`src/rtl/axis_i2s_pkg.sv`:
```
// Shared widths and parameter legality helpers for the I2S master and its clock generator.
package axis_i2s_pkg;

   function automatic int clog2(input int value);
      int r;
      r = 0;
      for (int i = 0; i < 31; i++) begin
         if ((1 << i) < value) r = i + 1;
      end
      return r;
   endfunction

   function automatic int chan_width(input int tdata_width);
      return tdata_width / 2;
   endfunction

   function automatic int bit_cntr_width(input int slot_width);
      return clog2(2 * slot_width);
   endfunction

   function automatic int div_cntr_width(input int bclk_div);
      return clog2(bclk_div);
   endfunction

   function automatic bit params_legal(input int tdata_width, input int bclk_div, input int slot_width);
      return (tdata_width % 2 == 0) && (tdata_width >= 4) && (bclk_div >= 4) &&
             (slot_width >= chan_width(tdata_width) + 1);
   endfunction

endpackage

```
`src/rtl/i2s_clk_gen.sv`:
```
// BCLK divider and frame bit counter; strobes are combinational in the terminal-count cycle,
// and slot_bit/right describe the bit position that applies once that cycle's edge is taken.
module i2s_clk_gen
   import axis_i2s_pkg::*;
#(
   parameter int BCLK_DIV   = 8,
   parameter int SLOT_WIDTH = 32
)(
   input  logic                                  aclk,
   input  logic                                  aresetn,
   input  logic                                  enable_i,
   output logic                                  bclk_o,
   output logic                                  lrclk_o,
   output logic                                  fall_o,
   output logic                                  rise_o,
   output logic                                  frame_start_o,
   output logic                                  right_o,
   output logic [bit_cntr_width(SLOT_WIDTH)-1:0] slot_bit_o
);

   localparam int DW = div_cntr_width(BCLK_DIV);
   localparam int BW = bit_cntr_width(SLOT_WIDTH);
   localparam logic [DW-1:0] DIV_TC   = DW'(BCLK_DIV - 1);
   localparam logic [BW-1:0] BIT_LAST = BW'(2 * SLOT_WIDTH - 1);
   localparam logic [BW-1:0] SLOT_B   = BW'(SLOT_WIDTH);

   logic [DW-1:0] div_q, div_d;
   logic [BW-1:0] bit_q, bit_d;
   logic          bclk_q, bclk_d;
   logic          lrclk_q, lrclk_d;
   logic          tc;

   always_comb begin
      tc            = enable_i && (div_q == DIV_TC);
      div_d         = tc ? '0 : div_q + DW'(1);
      bclk_d        = tc ? ~bclk_q : bclk_q;
      fall_o        = tc && bclk_q;
      rise_o        = tc && !bclk_q;
      bit_d         = bit_q;
      if (fall_o) bit_d = (bit_q == BIT_LAST) ? '0 : bit_q + BW'(1);
      right_o       = (bit_d >= SLOT_B);
      slot_bit_o    = right_o ? bit_d - SLOT_B : bit_d;
      lrclk_d       = fall_o ? right_o : lrclk_q;
      frame_start_o = fall_o && (bit_d == '0);
   end

   // Idle state parks the bit counter on the last slot bit so the first fall opens a frame.
   always_ff @(posedge aclk) begin
      if (!aresetn || !enable_i) begin
         div_q   <= '0;
         bit_q   <= BIT_LAST;
         bclk_q  <= 1'b0;
         lrclk_q <= 1'b0;
      end else begin
         div_q   <= div_d;
         bit_q   <= bit_d;
         bclk_q  <= bclk_d;
         lrclk_q <= lrclk_d;
      end
   end

   assign bclk_o  = bclk_q;
   assign lrclk_o = lrclk_q;

endmodule

```
`src/rtl/axis_i2s_master.sv`:
```
// I2S bus master: AXIS stereo words out on SDOUT, SDIN back to AXIS; one DAC word taken per frame,
// ADC output is a single register that is overwritten (with adc_overflow) when not drained in time.
module axis_i2s_master
   import axis_i2s_pkg::*;
#(
   parameter int AXIS_TDATA_WIDTH = 32,
   parameter int BCLK_DIV         = 8,
   parameter int SLOT_WIDTH       = 32
)(
   input  logic                        aclk,
   input  logic                        aresetn,
   input  logic                        enable,
   output logic                        i2s_bclk,
   output logic                        i2s_lrclk,
   output logic                        i2s_sdout,
   input  logic                        i2s_sdin,
   output logic                        s_axis_tready,
   input  logic [AXIS_TDATA_WIDTH-1:0] s_axis_tdata,
   input  logic                        s_axis_tvalid,
   input  logic                        m_axis_tready,
   output logic [AXIS_TDATA_WIDTH-1:0] m_axis_tdata,
   output logic                        m_axis_tvalid,
   output logic                        dac_underflow,
   output logic                        adc_overflow
);

   localparam int W  = chan_width(AXIS_TDATA_WIDTH);
   localparam int BW = bit_cntr_width(SLOT_WIDTH);
   localparam int CW = clog2(W);
   localparam logic [BW-1:0] W_B = BW'(W);
   localparam bit PARAMS_OK = params_legal(AXIS_TDATA_WIDTH, BCLK_DIV, SLOT_WIDTH);

   if (!PARAMS_OK) begin : g_param_check
      $error("axis_i2s_master: illegal AXIS_TDATA_WIDTH/BCLK_DIV/SLOT_WIDTH combination");
   end

   logic          bclk, lrclk, fall, rise, frame_start, right;
   logic [BW-1:0] slot_bit;

   i2s_clk_gen #(
      .BCLK_DIV   (BCLK_DIV),
      .SLOT_WIDTH (SLOT_WIDTH)
   ) u_clk_gen (
      .aclk          (aclk),
      .aresetn       (aresetn),
      .enable_i      (enable),
      .bclk_o        (bclk),
      .lrclk_o       (lrclk),
      .fall_o        (fall),
      .rise_o        (rise),
      .frame_start_o (frame_start),
      .right_o       (right),
      .slot_bit_o    (slot_bit)
   );

   logic                        sdout_q, sdout_d;
   logic                        tready_q, tready_d;
   logic                        underflow_q, underflow_d;
   logic                        overflow_q, overflow_d;
   logic                        tvalid_q, tvalid_d;
   logic [AXIS_TDATA_WIDTH-1:0] tdata_q, tdata_d;
   logic [AXIS_TDATA_WIDTH-1:0] dac_word_q, dac_word_d;
   logic [W-1:0]                shift_q, shift_d;
   logic [W-1:0]                left_hold_q, left_hold_d;
   logic                        sdin_s1_q, sdin_s2_q;

   logic [W-1:0]  chan_word;
   logic [W-1:0]  shift_nxt;
   logic [CW-1:0] bit_idx;
   logic          data_bit;

   always_comb begin
      sdout_d     = sdout_q;
      tready_d    = frame_start;
      underflow_d = 1'b0;
      overflow_d  = 1'b0;
      dac_word_d  = dac_word_q;
      shift_d     = shift_q;
      left_hold_d = left_hold_q;
      tdata_d     = tdata_q;
      tvalid_d    = tvalid_q;
      chan_word   = right ? dac_word_q[W-1:0] : dac_word_q[2*W-1:W];
      bit_idx     = CW'(W_B - slot_bit);
      data_bit    = (slot_bit != '0) && (slot_bit <= W_B);
      shift_nxt   = {shift_q[W-2:0], sdin_s2_q};

      // The accept cycle is the registered tready, so capture lines up with the AXIS handshake.
      if (tready_q) begin
         if (s_axis_tvalid) begin
            dac_word_d = s_axis_tdata;
         end else begin
            dac_word_d  = '0;
            underflow_d = 1'b1;
         end
      end

      if (fall) sdout_d = data_bit & chan_word[bit_idx];
      if (rise && data_bit) shift_d = shift_nxt;

      if (tvalid_q && m_axis_tready) tvalid_d = 1'b0;
      if (rise && (slot_bit == W_B)) begin
         if (!right) begin
            left_hold_d = shift_nxt;
         end else begin
            tdata_d    = {left_hold_q, shift_nxt};
            tvalid_d   = 1'b1;
            overflow_d = tvalid_q && !m_axis_tready;
         end
      end

      if (!enable) begin
         sdout_d     = 1'b0;
         shift_d     = '0;
         left_hold_d = '0;
      end
   end

   always_ff @(posedge aclk) begin
      if (!aresetn) begin
         sdout_q     <= 1'b0;
         tready_q    <= 1'b0;
         underflow_q <= 1'b0;
         overflow_q  <= 1'b0;
         tvalid_q    <= 1'b0;
         tdata_q     <= '0;
         dac_word_q  <= '0;
         shift_q     <= '0;
         left_hold_q <= '0;
         sdin_s1_q   <= 1'b0;
         sdin_s2_q   <= 1'b0;
      end else begin
         sdout_q     <= sdout_d;
         tready_q    <= tready_d;
         underflow_q <= underflow_d;
         overflow_q  <= overflow_d;
         tvalid_q    <= tvalid_d;
         tdata_q     <= tdata_d;
         dac_word_q  <= dac_word_d;
         shift_q     <= shift_d;
         left_hold_q <= left_hold_d;
         sdin_s1_q   <= i2s_sdin;
         sdin_s2_q   <= sdin_s1_q;
      end
   end

   assign i2s_bclk      = bclk;
   assign i2s_lrclk     = lrclk;
   assign i2s_sdout     = sdout_q;
   assign s_axis_tready = tready_q;
   assign m_axis_tdata  = tdata_q;
   assign m_axis_tvalid = tvalid_q;
   assign dac_underflow = underflow_q;
   assign adc_overflow  = overflow_q;

endmodule

```
`config.mk`:
```
export PLATFORM = sky130hd
export DESIGN_NAME = axis_i2s_master
export DESIGN_NICKNAME = d
export VERILOG_FILES = /design/src/rtl/axis_i2s_pkg.sv /design/src/rtl/i2s_clk_gen.sv /design/src/rtl/axis_i2s_master.sv
export SDC_FILE = /design/constraint.sdc
export NUM_CORES = 1
export LEC_CHECK = 0
export CAP_MARGIN = 25
export CORE_AREA = 10 10 122 124
export DETAILED_ROUTE_END_ITERATION = 8
export DIE_AREA = 0 0 132 134
export DONT_BUFFER_PORTS = 1
export PLACE_DENSITY_LB_ADDON = 0.1
export SLEW_MARGIN = 20
export SYNTH_ARGS = -nofsm -noshare
export SYNTH_HDL_FRONTEND = slang
export SYNTH_SLANG_ARGS = --single-unit
export TNS_END_PERCENT = 100
```
`constraint.sdc`:
```
create_clock -name aclk -period 2.8 [get_ports aclk]
set_input_delay 0.42 -clock aclk [delete_from_list [all_inputs] [get_ports aclk]]
set_output_delay 0.42 -clock aclk [all_outputs]
set_load 0.02 [all_outputs]
```
==> qor.txt <==
Final Hold Vio Count -> 0
Tcrit/Tclk final -> 0.9775
r2r worst-path depth -> 12
initial antenna violation count -> 0
fmax -> 365.4 MHz
largest net degree at the start of global routing -> 74
post-DR vias/cell -> 4.942
pwr dens -> 648.4 nW/um^2
register bit total from synthesis -> 113
WL final -> 11560 microns
clk buf depth -> 2
clk_skew -> 0.01316 ns
clock slew at reported path FFs -> 0.06 ns
hpwl dp -> 7751 microns
PortBufs -> 0
hold path startpoint -> aresetn
area leader, netlist -> dfxtp_1
CP Class -> register to register
Peak VDD IR -> 412.8 uV
layout cells sized above 1 -> 0.1389
Vias -> 3519
Critical Path Source Type -> register
final antenna-violating net count -> 0
Core Util, Final -> 0.4548
Clk Latency, worst-skew pair -> 0.41 ns
worst reg2reg endpoint -> i2s_sdout$_SDFFE_PN0N_
crit end category -> register
Syn. warnings -> 0
drt wl/cell -> 16.24 microns
htree depth -> 4
number of diodes -> 0
Mapped Nets -> 563
Hold Crit Endpoint -> sdin_s1_q$_SDFF_PN0_
Yosys top cell area share -> 0.4775
P&R area growth vs syn -> 19.68%
CP Max Fanout -> 6
Cells after Synth -> 521
Core Area -> 12470 sq um
fin. max-slew vios -> 0
ranking of synthesized cells by area -> dfxtp_1 48%, nor2b_1 8.6%, mux2i_1 8.0%, nand2_1 6.5%, a21boi_0 5.1%
CTS sink cnt -> 113
DR DRC count -> 0
outcome -> complete, no violations
grt ovf -> 0
hold depth -> 1
Critical Path RT -> 3.10 ns
Total Routing Usage GR -> 0.1341
vias in the first global route -> 3583
worst min-delay path category -> input pin to register
Syn Std Cell Area -> 4737 sq um
Slew @ Worst Pin -> 0.4312 ns
prevailing post-synth register cell -> dfxtp_1
Reg2Reg Launch Point -> u_clk_gen.div_q[0]$_SDFF_PP0_
R2R Setup Slk -> 0.06 ns
post-synthesis sequential area ratio -> 0.4775
total die area -> 17690 sq um
WHS -> 0.1411 ns
gpl congestion -> 0.8163
CTS Root Cell -> clkbuf_16
first-pass GRT wire length -> 19190 microns
RSZ-0062 raised after global routing -> yes
nets -> 569
Arrival @ worst endpoint -> 3.04 ns
# setup viols final -> 0
DRT iter0 DRCs -> 139
Die Ht -> 134 microns
Max transition margin -> 0.7095
initial core utilization -> 0.3800
CTS Buf Count -> 17
TNS Setup -> 0 ns
Max Cap Viol -> 0
fillers -> 1225
CTS tree -> built
io pins -> 77
share of synthesized registers carrying an async set or reset -> 0
die width -> 132 microns
Static Leak -> 1.910 nW
Post-synth EDFFs -> 0
Tmin final -> 2.737 ns
Netlist cell types -> 53
drt first pass iters -> 4
FP Rows -> 41
Syn Area/Cell -> 9.092 sq um
[timing repair]
action,CTS,global route
endpoints found under the setup margin,0,38
hold buffers,0,0
buffers inserted,0,2
endpoints found under the hold margin,0,0
gates resized for setup,0,8
[cells by family (layout without fill, tap and decap cells)]
| group | count (synthesis) | count (layout) | synth area share |
|---|---|---|---|
| buffers and inverters | 35 | 54 | 0.03196 |
| flip-flops | 113 | 113 | 0.4775 |
| AO/OA/AOI/OAI | 95 | 95 | 0.1323 |
| XOR/XNOR | 8 | 8 | 0.01479 |
| AND/OR/NAND/NOR | 226 | 226 | 0.2422 |
| adder cells (fa/ha/maj) | 4 | 4 | 0.01057 |
| multiplexers | 40 | 40 | 0.09060 |
[cells in the mapped netlist (2+ instances only)]
| library cell | number |
|---|---|
| a21boi_0 | 32 |
| xnor2_1 | 3 |
| nor2b_1 | 65 |
| buf_2 | 4 |
| nor2_1 | 37 |
| nand2_1 | 82 |
| o21ai_0 | 5 |
| ha_1 | 4 |
| and3b_1 | 2 |
| a21oi_1 | 37 |
| clkbuf_1 | 27 |
| nand4_1 | 5 |
| nor3b_1 | 3 |
| a311oi_1 | 2 |
| nor3_1 | 4 |
| buf_4 | 2 |
| a211o_1 | 2 |
| a31oi_1 | 2 |
| and3_1 | 5 |
| mux2i_1 | 38 |
| and4_2 | 2 |
| a211oi_1 | 2 |
| xor2_1 | 5 |
| dfxtp_1 | 113 |
| and2_1 | 6 |
| nand3_1 | 5 |
[stage by stage]
step	power, mW	instance area (sq um)	std cells	setup slack (ns)
after CTS	3.733	5608	710	0.03314
final	3.676	5669	712	0.06299
after floorplan	1.680	4810	521	0.006292
after global routing	3.814	5669	712	-0.05459
after detailed placement	1.674	5042	678	0.04915
after global placement	1.674	5042	678	0.08135
[final cells by class]
class,count,area (sq um),area share
multi-input combinational,373,2422,0.4273
inverter,1,6.256,0.001104
sequential,113,2265,0.3995
clock inverter,12,108.9,0.01920
clock buffer,20,456.7,0.08056
tap,172,215.2,0.03796
timing repair buffer,21,195.2,0.03443
[registers in the layout, indices dropped and copies added (netlist names), 3 cells and up]
name	flops
u_clk_gen.bit_q	6
left_hold_q	16
dac_word_q	32
shift_q	15
u_clk_gen.div_q	3
m_axis_tdata	32
[placed cells by master (no fill, tap or decap), drive strengths merged, types with 2 or more instances in the layout]
cell type and count:
nor3b 3, nor3 6, clkinv 4, and4 3, mux4 2, nor2b 65
a211o 2, a21boi 32, clkinvlp 5, o21ai 5, mux2i 38, a311oi 2
nand3 6, and2 6, o2111ai 2, and3 5, a21oi 37, buf 21
and3b 2, inv 3, nor2 38, ha 4, dfxtp 113, xor2 5
clkbuf 20, xnor2 3, nand4 5, a211oi 2, nand2 83, a31oi 2
[worst max-delay path, stage by stage (launching register included)]
cell,delay (ns)
dfxtp_2,0.35
ha_4,0.14
ha_4,0.16
nand3_4,0.11
a311o_2,0.41
nand2_4,0.13
inv_4,0.05
ha_4,0.18
xor2_2,0.19
and2_1,0.17
a22o_1,0.20
o31a_1,0.29
a211o_1,0.26
[power breakdown]
| part | total (mW) | leakage [nW] | internal (mW) | switching (mW) |
|---|---|---|---|---|
| clock network | 2.04 | 0.265 | 1.27 | 0.770 |
| logic | 0.0259 | 0.734 | 0.0153 | 0.0105 |
| registers | 1.61 | 0.911 | 1.61 | 0.00192 |
| total | 3.68 | 1.91 | 2.89 | 0.782 |
[worst max-delay path by stage]
| stage | depth (start not counted) | to | start | slack, ns |
|---|---|---|---|---|
| after floorplan | 13 | shift_q[10]$_SDFFE_PN0P_ | u_clk_gen.div_q[0]$_SDFF_PP0_ | 0.006 |
| after global placement | 9 | i2s_sdout$_SDFFE_PN0N_ | u_clk_gen.bit_q[1]$_SDFF_PN1_ | 0.08 |
| after detailed placement | 12 | i2s_sdout$_SDFFE_PN0N_ | u_clk_gen.div_q[0]$_SDFF_PP0_ | 0.05 |
| after CTS | 12 | i2s_sdout$_SDFFE_PN0N_ | u_clk_gen.div_q[0]$_SDFF_PP0_ | 0.03 |
| after global routing | 9 | i2s_sdout$_SDFFE_PN0N_ | u_clk_gen.bit_q[1]$_SDFF_PN1_ | -0.05 |
| final | 12 | i2s_sdout$_SDFFE_PN0N_ | u_clk_gen.div_q[0]$_SDFF_PP0_ | 0.06 |
[routing by layer]
metal	wire length, microns	GRT usage
met3	940	0.06908
met1	5034	0.1531
met4	100	0.04883
met5	0	0
met2	5486	0.2105
Note: power is estimated with default switching activity, not from simulation.
